**config.mk**
```make
export PLATFORM = sky130hd
export DESIGN_NAME = line_follow_ctrl_flat
export DESIGN_NICKNAME = d
export VERILOG_FILES = /design/src/rtl/line_follow_ctrl_pkg.sv /design/src/rtl/line_follow_ctrl_if.sv /design/src/rtl/line_follow_ctrl_filtru.sv /design/src/rtl/line_follow_ctrl.sv /design/src/flat_wrapper.sv
export SDC_FILE = /design/constraint.sdc
export NUM_CORES = 1
export LEC_CHECK = 0
export CAP_MARGIN = 20
export CELL_PAD_IN_SITES_DETAIL_PLACEMENT = 1
export CELL_PAD_IN_SITES_GLOBAL_PLACEMENT = 2
export CORE_MARGIN = 1.5
export CORE_UTILIZATION = 38
export DETAILED_ROUTE_END_ITERATION = 8
export PLACE_DENSITY = 0.81
export SLEW_MARGIN = 20
export SYNTH_ARGS = -nofsm -noshare
export SYNTH_HDL_FRONTEND = slang
export SYNTH_HIERARCHICAL = 1
export SYNTH_SLANG_ARGS = --single-unit
```
**constraint.sdc**
```tcl
create_clock -name clk -period 3.8 [get_ports clk]
set_input_delay 0.57 -clock clk [delete_from_list [all_inputs] [get_ports clk]]
set_output_delay 0.57 -clock clk [all_outputs]
set_load 0.01 [all_outputs]
```
**src/rtl/line_follow_ctrl_pkg.sv**
```systemverilog
// Shared types for the line-follower motor sequencer: FSM states,
// motor direction codes and the sensor-to-manoeuvre decision.
package line_follow_pkg;

  typedef enum logic [2:0] {
    ST_IDLE       = 3'd0,
    ST_FORWARD    = 3'd1,
    ST_TURN_LEFT  = 3'd2,
    ST_TURN_RIGHT = 3'd3,
    ST_SEARCH     = 3'd4,
    ST_STOP       = 3'd5
  } state_e;

  localparam logic [1:0] DIR_FWD   = 2'b10;
  localparam logic [1:0] DIR_REV   = 2'b01;
  localparam logic [1:0] DIR_BRAKE = 2'b00;

  function automatic int cnt_w(input int p);
    return (p > 1) ? $clog2(p) : 1;
  endfunction

  // Centre with a balanced (or empty) side, or a junction, drives straight on.
  function automatic state_e decide(input logic [4:0] s);
    logic r;
    logic l;
    logic c;
    state_e d;
    r = s[0] | s[1];
    l = s[3] | s[4];
    c = s[2];
    if (s == 5'b00000) d = ST_SEARCH;
    else if (c && !(r ^ l)) d = ST_FORWARD;
    else if (r && l) d = ST_FORWARD;
    else if (r) d = ST_TURN_RIGHT;
    else d = ST_TURN_LEFT;
    return d;
  endfunction

endpackage

```
**src/rtl/line_follow_ctrl_if.sv**
```systemverilog
// Control/status bundle between the car sequencer and its environment.
interface line_follow_ctrl_if;
  logic       enable;
  logic [4:0] senzori;
  logic [1:0] directie_driverA;
  logic [1:0] directie_driverB;
  logic       pwm_A;
  logic       pwm_B;
  logic       dreapta;
  logic       stanga;
  logic       linie_pierduta;
  logic [2:0] stare;

  modport master (
    output enable, senzori,
    input  directie_driverA, directie_driverB, pwm_A, pwm_B,
           dreapta, stanga, linie_pierduta, stare
  );

  modport slave (
    input  enable, senzori,
    output directie_driverA, directie_driverB, pwm_A, pwm_B,
           dreapta, stanga, linie_pierduta, stare
  );
endinterface

```
**src/rtl/line_follow_ctrl_filtru.sv**
```systemverilog
// Two-flop synchronizer followed by a stability filter: a new sensor
// vector is accepted only after DEB_CYCLES consecutive identical samples.
module filtru_senzori
  import line_follow_pkg::*;
#(
  parameter int DEB_CYCLES = 50000,
  parameter int WIDTH      = 5
) (
  input  logic             clk,
  input  logic             rst,
  input  logic [WIDTH-1:0] i_raw,
  output logic [WIDTH-1:0] o_filt
);
  localparam int            CW       = cnt_w(DEB_CYCLES);
  localparam logic [CW-1:0] CNT_LAST = CW'(DEB_CYCLES - 1);

  logic [WIDTH-1:0] r_sync1, r_sync2, r_cand, r_filt;
  logic [CW-1:0]    r_cnt;
  logic [WIDTH-1:0] w_cand_nxt;
  logic [CW-1:0]    w_cnt_nxt;

  // Restart the stability count on any change, saturate at the terminal value.
  always_comb begin
    w_cand_nxt = r_cand;
    w_cnt_nxt  = r_cnt;
    if (r_sync2 != r_cand) begin
      w_cand_nxt = r_sync2;
      w_cnt_nxt  = {CW{1'b0}};
    end else if (r_cnt != CNT_LAST) begin
      w_cnt_nxt = r_cnt + CW'(1);
    end else begin
      w_cnt_nxt = r_cnt;
    end
  end

  // Synchronizer, candidate/counter and accepted-vector registers.
  always_ff @(posedge clk) begin
    if (rst) begin
      r_sync1 <= {WIDTH{1'b0}};
      r_sync2 <= {WIDTH{1'b0}};
      r_cand  <= {WIDTH{1'b0}};
      r_cnt   <= {CW{1'b0}};
      r_filt  <= {WIDTH{1'b0}};
    end else begin
      r_sync1 <= i_raw;
      r_sync2 <= r_sync1;
      r_cand  <= w_cand_nxt;
      r_cnt   <= w_cnt_nxt;
      if (w_cnt_nxt == CNT_LAST) r_filt <= w_cand_nxt;
    end
  end

  assign o_filt = r_filt;
endmodule

```
**src/rtl/line_follow_ctrl.sv**
```systemverilog
// Line-follower sequencer: debounced sensors drive a Moore FSM that sets
// motor directions, a shared PWM duty, turn memory and a sticky lost flag.
module line_follow_ctrl
  import line_follow_pkg::*;
#(
  parameter int DEB_CYCLES  = 50000,
  parameter int LOST_CYCLES = 25000000,
  parameter int PWM_PERIOD  = 1000,
  parameter int DUTY_FWD    = 700,
  parameter int DUTY_TURN   = 500,
  parameter int DUTY_SEARCH = 400
) (
  input logic               clk,
  input logic               rst,
  line_follow_ctrl_if.slave io_car
);
  localparam int            LW        = cnt_w(LOST_CYCLES);
  localparam int            PW        = cnt_w(PWM_PERIOD);
  localparam logic [LW-1:0] LOST_LAST = LW'(LOST_CYCLES - 1);
  localparam logic [PW-1:0] PWM_LAST  = PW'(PWM_PERIOD - 1);

  logic [4:0]    w_filt;
  state_e        r_state, w_state_nxt, w_dec;
  logic [LW-1:0] r_lost_cnt, w_lost_cnt_nxt;
  logic [PW-1:0] r_pwm_cnt, w_pwm_cnt_nxt;
  logic [1:0]    r_dir_a, r_dir_b, w_dir_a_nxt, w_dir_b_nxt;
  logic          r_pwm, r_dreapta, r_stanga, r_lost;
  logic          w_dreapta_nxt, w_stanga_nxt, w_lost_nxt;
  logic [31:0]   w_duty_nxt;

  filtru_senzori #(.DEB_CYCLES(DEB_CYCLES), .WIDTH(5)) u_filtru (
    .clk    (clk),
    .rst    (rst),
    .i_raw  (io_car.senzori),
    .o_filt (w_filt)
  );

  // Next state; the lost counter defaults to zero so any non-SEARCH entry clears it.
  always_comb begin
    w_dec          = decide(w_filt);
    w_state_nxt    = r_state;
    w_lost_cnt_nxt = {LW{1'b0}};
    w_lost_nxt     = r_lost;
    if (!io_car.enable) begin
      w_state_nxt = ST_IDLE;
      w_lost_nxt  = 1'b0;
    end else begin
      case (r_state)
        // IDLE waits for a qualified line before moving at all.
        ST_IDLE: w_state_nxt = (w_dec == ST_SEARCH) ? ST_IDLE : w_dec;
        ST_FORWARD, ST_TURN_LEFT, ST_TURN_RIGHT: w_state_nxt = w_dec;
        ST_SEARCH: begin
          if (w_dec != ST_SEARCH) begin
            w_state_nxt = w_dec;
          end else if (r_lost_cnt == LOST_LAST) begin
            w_state_nxt = ST_STOP;
            w_lost_nxt  = 1'b1;
          end else begin
            w_state_nxt    = ST_SEARCH;
            w_lost_cnt_nxt = r_lost_cnt + LW'(1);
          end
        end
        ST_STOP: w_state_nxt = ST_STOP;
        default: w_state_nxt = ST_IDLE;
      endcase
    end
  end

  // Turn memory and Moore output decode of the upcoming state.
  always_comb begin
    w_dreapta_nxt = r_dreapta;
    w_stanga_nxt  = r_stanga;
    if (w_state_nxt == ST_TURN_RIGHT) begin
      w_dreapta_nxt = 1'b1;
      w_stanga_nxt  = 1'b0;
    end else if (w_state_nxt == ST_TURN_LEFT) begin
      w_dreapta_nxt = 1'b0;
      w_stanga_nxt  = 1'b1;
    end else begin
      w_dreapta_nxt = r_dreapta;
      w_stanga_nxt  = r_stanga;
    end
    case (w_state_nxt)
      ST_FORWARD: begin
        w_dir_a_nxt = DIR_FWD; w_dir_b_nxt = DIR_FWD; w_duty_nxt = 32'(DUTY_FWD);
      end
      ST_TURN_RIGHT: begin
        w_dir_a_nxt = DIR_FWD; w_dir_b_nxt = DIR_REV; w_duty_nxt = 32'(DUTY_TURN);
      end
      ST_TURN_LEFT: begin
        w_dir_a_nxt = DIR_REV; w_dir_b_nxt = DIR_FWD; w_duty_nxt = 32'(DUTY_TURN);
      end
      ST_SEARCH: begin
        w_duty_nxt = 32'(DUTY_SEARCH);
        if (w_dreapta_nxt) begin
          w_dir_a_nxt = DIR_FWD; w_dir_b_nxt = DIR_REV;
        end else if (w_stanga_nxt) begin
          w_dir_a_nxt = DIR_REV; w_dir_b_nxt = DIR_FWD;
        end else begin
          w_dir_a_nxt = DIR_FWD; w_dir_b_nxt = DIR_FWD;
        end
      end
      default: begin
        w_dir_a_nxt = DIR_BRAKE; w_dir_b_nxt = DIR_BRAKE; w_duty_nxt = 32'd0;
      end
    endcase
    w_pwm_cnt_nxt = (r_pwm_cnt == PWM_LAST) ? {PW{1'b0}} : r_pwm_cnt + PW'(1);
  end

  // State, counters and all registered outputs.
  always_ff @(posedge clk) begin
    if (rst) begin
      r_state    <= ST_IDLE;
      r_lost_cnt <= {LW{1'b0}};
      r_pwm_cnt  <= {PW{1'b0}};
      r_dir_a    <= DIR_BRAKE;
      r_dir_b    <= DIR_BRAKE;
      r_pwm      <= 1'b0;
      r_dreapta  <= 1'b0;
      r_stanga   <= 1'b0;
      r_lost     <= 1'b0;
    end else begin
      r_state    <= w_state_nxt;
      r_lost_cnt <= w_lost_cnt_nxt;
      r_pwm_cnt  <= w_pwm_cnt_nxt;
      r_dir_a    <= w_dir_a_nxt;
      r_dir_b    <= w_dir_b_nxt;
      r_pwm      <= (32'(w_pwm_cnt_nxt) < w_duty_nxt);
      r_dreapta  <= w_dreapta_nxt;
      r_stanga   <= w_stanga_nxt;
      r_lost     <= w_lost_nxt;
    end
  end

  assign io_car.directie_driverA = r_dir_a;
  assign io_car.directie_driverB = r_dir_b;
  assign io_car.pwm_A            = r_pwm;
  assign io_car.pwm_B            = r_pwm;
  assign io_car.dreapta          = r_dreapta;
  assign io_car.stanga           = r_stanga;
  assign io_car.linie_pierduta   = r_lost;
  assign io_car.stare            = r_state;
endmodule
```
**src/flat_wrapper.sv**
```systemverilog
// flat-port wrapper written by rule: the top's interface ports become plain ports
module line_follow_ctrl_flat import line_follow_pkg::*;
#(
  parameter int DEB_CYCLES  = 50000,
  parameter int LOST_CYCLES = 25000000,
  parameter int PWM_PERIOD  = 1000,
  parameter int DUTY_FWD    = 700,
  parameter int DUTY_TURN   = 500,
  parameter int DUTY_SEARCH = 400
)
  (clk, rst, io_car_enable, io_car_senzori, io_car_directie_driverA, io_car_directie_driverB, io_car_pwm_A, io_car_pwm_B, io_car_dreapta, io_car_stanga, io_car_linie_pierduta, io_car_stare);
  line_follow_ctrl_if io_car_i ();
  input logic clk;
  input logic rst;
  input wire logic [$bits(io_car_i.enable)-1:0] io_car_enable;
  input wire logic [$bits(io_car_i.senzori)-1:0] io_car_senzori;
  output wire logic [$bits(io_car_i.directie_driverA)-1:0] io_car_directie_driverA;
  output wire logic [$bits(io_car_i.directie_driverB)-1:0] io_car_directie_driverB;
  output wire logic [$bits(io_car_i.pwm_A)-1:0] io_car_pwm_A;
  output wire logic [$bits(io_car_i.pwm_B)-1:0] io_car_pwm_B;
  output wire logic [$bits(io_car_i.dreapta)-1:0] io_car_dreapta;
  output wire logic [$bits(io_car_i.stanga)-1:0] io_car_stanga;
  output wire logic [$bits(io_car_i.linie_pierduta)-1:0] io_car_linie_pierduta;
  output wire logic [$bits(io_car_i.stare)-1:0] io_car_stare;
  assign io_car_i.enable = io_car_enable;
  assign io_car_i.senzori = io_car_senzori;
  assign io_car_directie_driverA = io_car_i.directie_driverA;
  assign io_car_directie_driverB = io_car_i.directie_driverB;
  assign io_car_pwm_A = io_car_i.pwm_A;
  assign io_car_pwm_B = io_car_i.pwm_B;
  assign io_car_dreapta = io_car_i.dreapta;
  assign io_car_stanga = io_car_i.stanga;
  assign io_car_linie_pierduta = io_car_i.linie_pierduta;
  assign io_car_stare = io_car_i.stare;
  line_follow_ctrl #(.DEB_CYCLES(DEB_CYCLES), .LOST_CYCLES(LOST_CYCLES), .PWM_PERIOD(PWM_PERIOD), .DUTY_FWD(DUTY_FWD), .DUTY_TURN(DUTY_TURN), .DUTY_SEARCH(DUTY_SEARCH)) u_core (.clk(clk), .rst(rst), .io_car(io_car_i));
endmodule
```
==> metrics.md <==
| Metric | Value |
|---|---|
| Max_cap viols | `0` |
| Top_reg_cell synth | `dfxtp_1` |
| Synth unique cells | `59` |
| DRC | `0` |
| Clk_lat worst skew | `0.35 ns` |
| Routability cong. | `0.7578` |
| PostCTS Resize Cnt | `0` |
| Hold path cells | `1` |
| CP max stage delay | `0.57 ns` |
| Crit Path Class | `reg -> reg` |
| Router iterations before antenna repair | `4` |
| Drt initial violations | `59` |
| FF+latch count, synth | `82` |
| Initial Util | `39.05%` |
| Fmax | `0.2770 GHz` |
| Max clock buf depth | `2` |
| Data arrival, critical path | `3.90 ns` |
| CTS Hold Bufs | `0` |
| CP max FO | `5` |
| Post-synth EDFFs | `0` |
| Least-Margin Pin Slew | `0.8511 ns` |
| Drt via density | `5.145` |
| Post-synth top area share | `40.72%` |
| PortBufs | `19` |
| Clock-pin slew on the worst setup and hold paths | `0.08 ns` |
| Worst Hold Class | `reg -> reg` |
| Fillers | `1215` |
| Worst slew margin | `42.88%` |
| Vias in the first global route | `3297` |
| CTS H-Tree Depth | `3` |
| Worst clock skew | `0.01431 ns` |
| Element type at the critical path start | `flip-flop` |
| Critical-path cell list | `or4_4 > or4b_4 > or4_4 > a31oi_2 > nor2_1 > ha_1 > a21oi_1 > o22ai_1 > nor4b_1 > o2111ai_1 > nand3_1` |
| Max Slew Vio Count | `0` |
| Reg area | `0.001642 mm^2` |
| TritonCTS Buffers | `9` |
| Final Hold Viols | `0` |
| Slowest library cell on the worst path | `or4_4` |
| Detail Placement HPWL | `6265 um` |
| Most numerous cell in the Yosys netlist | `dfxtp_1` |
| Beginning of the worst hold path | `u_core/u_filtru/r_sync1[2]` |
| Multi-input gate area | `0.002223 mm^2` |
| RR Startpoint | `u_core/u_filtru/o_filt[1]` |
| Share of layout cells above drive strength 1 | `10.45%` |
| Area leader, netlist | `dfxtp_1` |
| Hold EP | `u_core/u_filtru/r_sync2[2]` |
| Status | `complete, no violations` |
| Setup bufs post-CTS | `0` |
| Wirelength, routed | `8601 um` |
| Pre-CTS setup slack | `0.1934 ns` |
| Tot Pwr | `1558 uW` |
| All-Layer GR Usage | `16.95%` |
| Root Driver | `clkbuf_8` |
| Top post-synthesis cells by count | `82 x dfxtp_1, 69 x nor2_1, 33 x xnor2_1` |
| Initial antenna violation count | `0` |
| First-pass GRT wire length | `15380 um` |
| Setup WS post-layout | `0.1900 ns` |
| Largest net degree at the start of global routing | `38` |
| R2R Path End | `u_core/io_car.pwm_A` |
| Die Span X | `106 um` |
| Worst reg2reg path depth | `11` |
| Register area share after synthesis | `40.72%` |
| Die footprint | `0.01124 mm^2` |
| CORE AREA | `0.01032 mm^2` |
| RSZ-0062 raised after global routing | `false` |
| Leakage | `0.001677 uW` |
| Num rows | `37` |
| Min Tclk post-route | `3.610 ns` |
| Routed Antenna Nets | `0` |
| Ys Warns | `6` |
| Clk sinks | `82` |
| Nets | `484` |
| Synth Area per Inst | `8.979 um^2` |
| Post-synthesis cell count | `449` |
| Syn_nets | `468` |
| Global route overflow | `0` |
| Routed len/inst | `14.22 um` |
| Post-Syn Area | `0.004031 mm^2` |
| CTS tree | `done` |
| Vias post-DR | `3113` |
| I/O Pins | `20` |
| Fin Setup TNS | `0 ns` |
| Critical Path End Type | `flip-flop` |
| Ant diodes | `0` |
| Fin crit share | `95.00%` |
| Die height | `106 um` |
| Final setup violation count | `0` |
| Async set-or-reset flop fraction in the synthesized netlist | `0%` |
| Power Density | `346.7 mW/mm^2` |
| Most common cell on crit path | `or4_4` |
| Critical path data required time | `4.09 ns` |
| Max rail drop VDD | `179.2 uV` |
| Setup slack, reg-to-reg | `0.19 ns` |
| P&R area growth vs syn | `11.48%` |
| Top area cells in the synthesized netlist | `dfxtp_1 41%, xnor2_1 7.2%, nor2_1 6.4%` |
stage by stage:
step	hold WS (ns)	util [%]	instances	cell area, um^2
finish	0.4444	43.53	605	4494
global route	0.4737	43.53	605	4494
CTS	0.4530	43.53	605	4494
detailed placement	0.4296	41.66	590	4300
global placement	0.4250	41.66	590	4300
floorplan	0.4138	-	449	4031
routing by layer:
| metal | wire length (um) | up-vias | global-route usage (%) | share of wire, % |
|---|---|---|---|---|
| met5 | 0 | - | 0 | 0 |
| met4 | 94 | 0 | 4.054 | 1.1 |
| met3 | 167 | 8 | 3.863 | 1.9 |
| met2 | 4487 | 16 | 30.47 | 52 |
| met1 | 3851 | 1518 | 20.42 | 45 |
| li1 | - | 1571 | - | - |
critical path, delay by kind of cell, from the launching register on:
family	cells	cell delay, ns
and+or+nand+nor	6	2.31
AOI/OAI and AO/OA	4	0.63
DFF	1	0.32
adders and majority gates	1	0.31
where the power goes:
part           switching (uW)  internal, uW  total (uW)
clock                     312           320         632
sequential               8.25           869         878
combinational            25.4          23.5        48.9
worst max-delay path by stage:
stage	from	endpoint	slack (ns)
global placement	u_core/u_filtru/o_filt[1]	u_core/io_car.pwm_A	0.46
CTS	u_core/u_filtru/o_filt[1]	u_core/io_car.pwm_A	0.17
global route	u_core/u_filtru/o_filt[1]	u_core/io_car.pwm_A	0.05
finish	u_core/u_filtru/o_filt[1]	u_core/io_car.pwm_A	0.19
detailed placement	u_core/u_filtru/o_filt[1]	u_core/io_car.pwm_A	0.19
floorplan	u_core/u_filtru/o_filt[1]	u_core/io_car.pwm_A	0.57
logic make-up after synthesis:
| family | count (synthesis) | share of synthesized area, % |
|---|---|---|
| mux | 9 | 2.421 |
| buf+inv | 30 | 4.128 |
| xor+xnor | 51 | 11.08 |
| simple gates | 228 | 31.94 |
| flops | 82 | 40.72 |
| fa+ha+maj | 11 | 3.414 |
| compound gates | 38 | 6.301 |
registers in the layout (all words and copies together) (netlist names), 3 cells and up:
signal	flops
u_core/u_filtru/o_filt	5
u_core/io_car.stare	3
u_core/u_filtru/r_cand	5
u_core/u_filtru/r_sync1	5
u_core/u_filtru/r_sync2	5
u_core/u_filtru/r_cnt	16
u_core/r_lost_cnt	25
u_core/r_pwm_cnt	10
area by class of cell:
| class | count | share of cell area, % |
|---|---|---|
| Clock buffer | 11 | 3.146 |
| Clock inverter | 4 | 1.169 |
| Inverter | 12 | 1.002 |
| Multi-Input combinational cell | 337 | 49.47 |
| Sequential cell | 82 | 36.53 |
| Tap cell | 136 | 3.786 |
| Timing Repair Buffer | 23 | 4.900 |
layout by cell type (no fill, tap or decap), drive strengths merged, types with 5 or more instances in the layout:
| master | Yosys | routed |
|---|---|---|
| a21oi | 8 | 8 |
| and2b | 10 | 10 |
| and3 | 6 | 6 |
| and4 | 6 | 6 |
| clkbuf | 11 | 11 |
| clkdlybuf4s50 | 0 | 19 |
| dfxtp | 82 | 82 |
| ha | 11 | 11 |
| inv | 12 | 12 |
| mux2 | 6 | 6 |
| nand2 | 29 | 29 |
| nand2b | 5 | 5 |
| nand3 | 22 | 22 |
| nand4 | 12 | 12 |
| nor2 | 69 | 69 |
| nor2b | 17 | 17 |
| nor3 | 19 | 19 |
| nor4 | 9 | 9 |
| o21ai | 10 | 10 |
| xnor2 | 33 | 33 |
| xor2 | 18 | 18 |
Power figures use the tool's default switching activity.
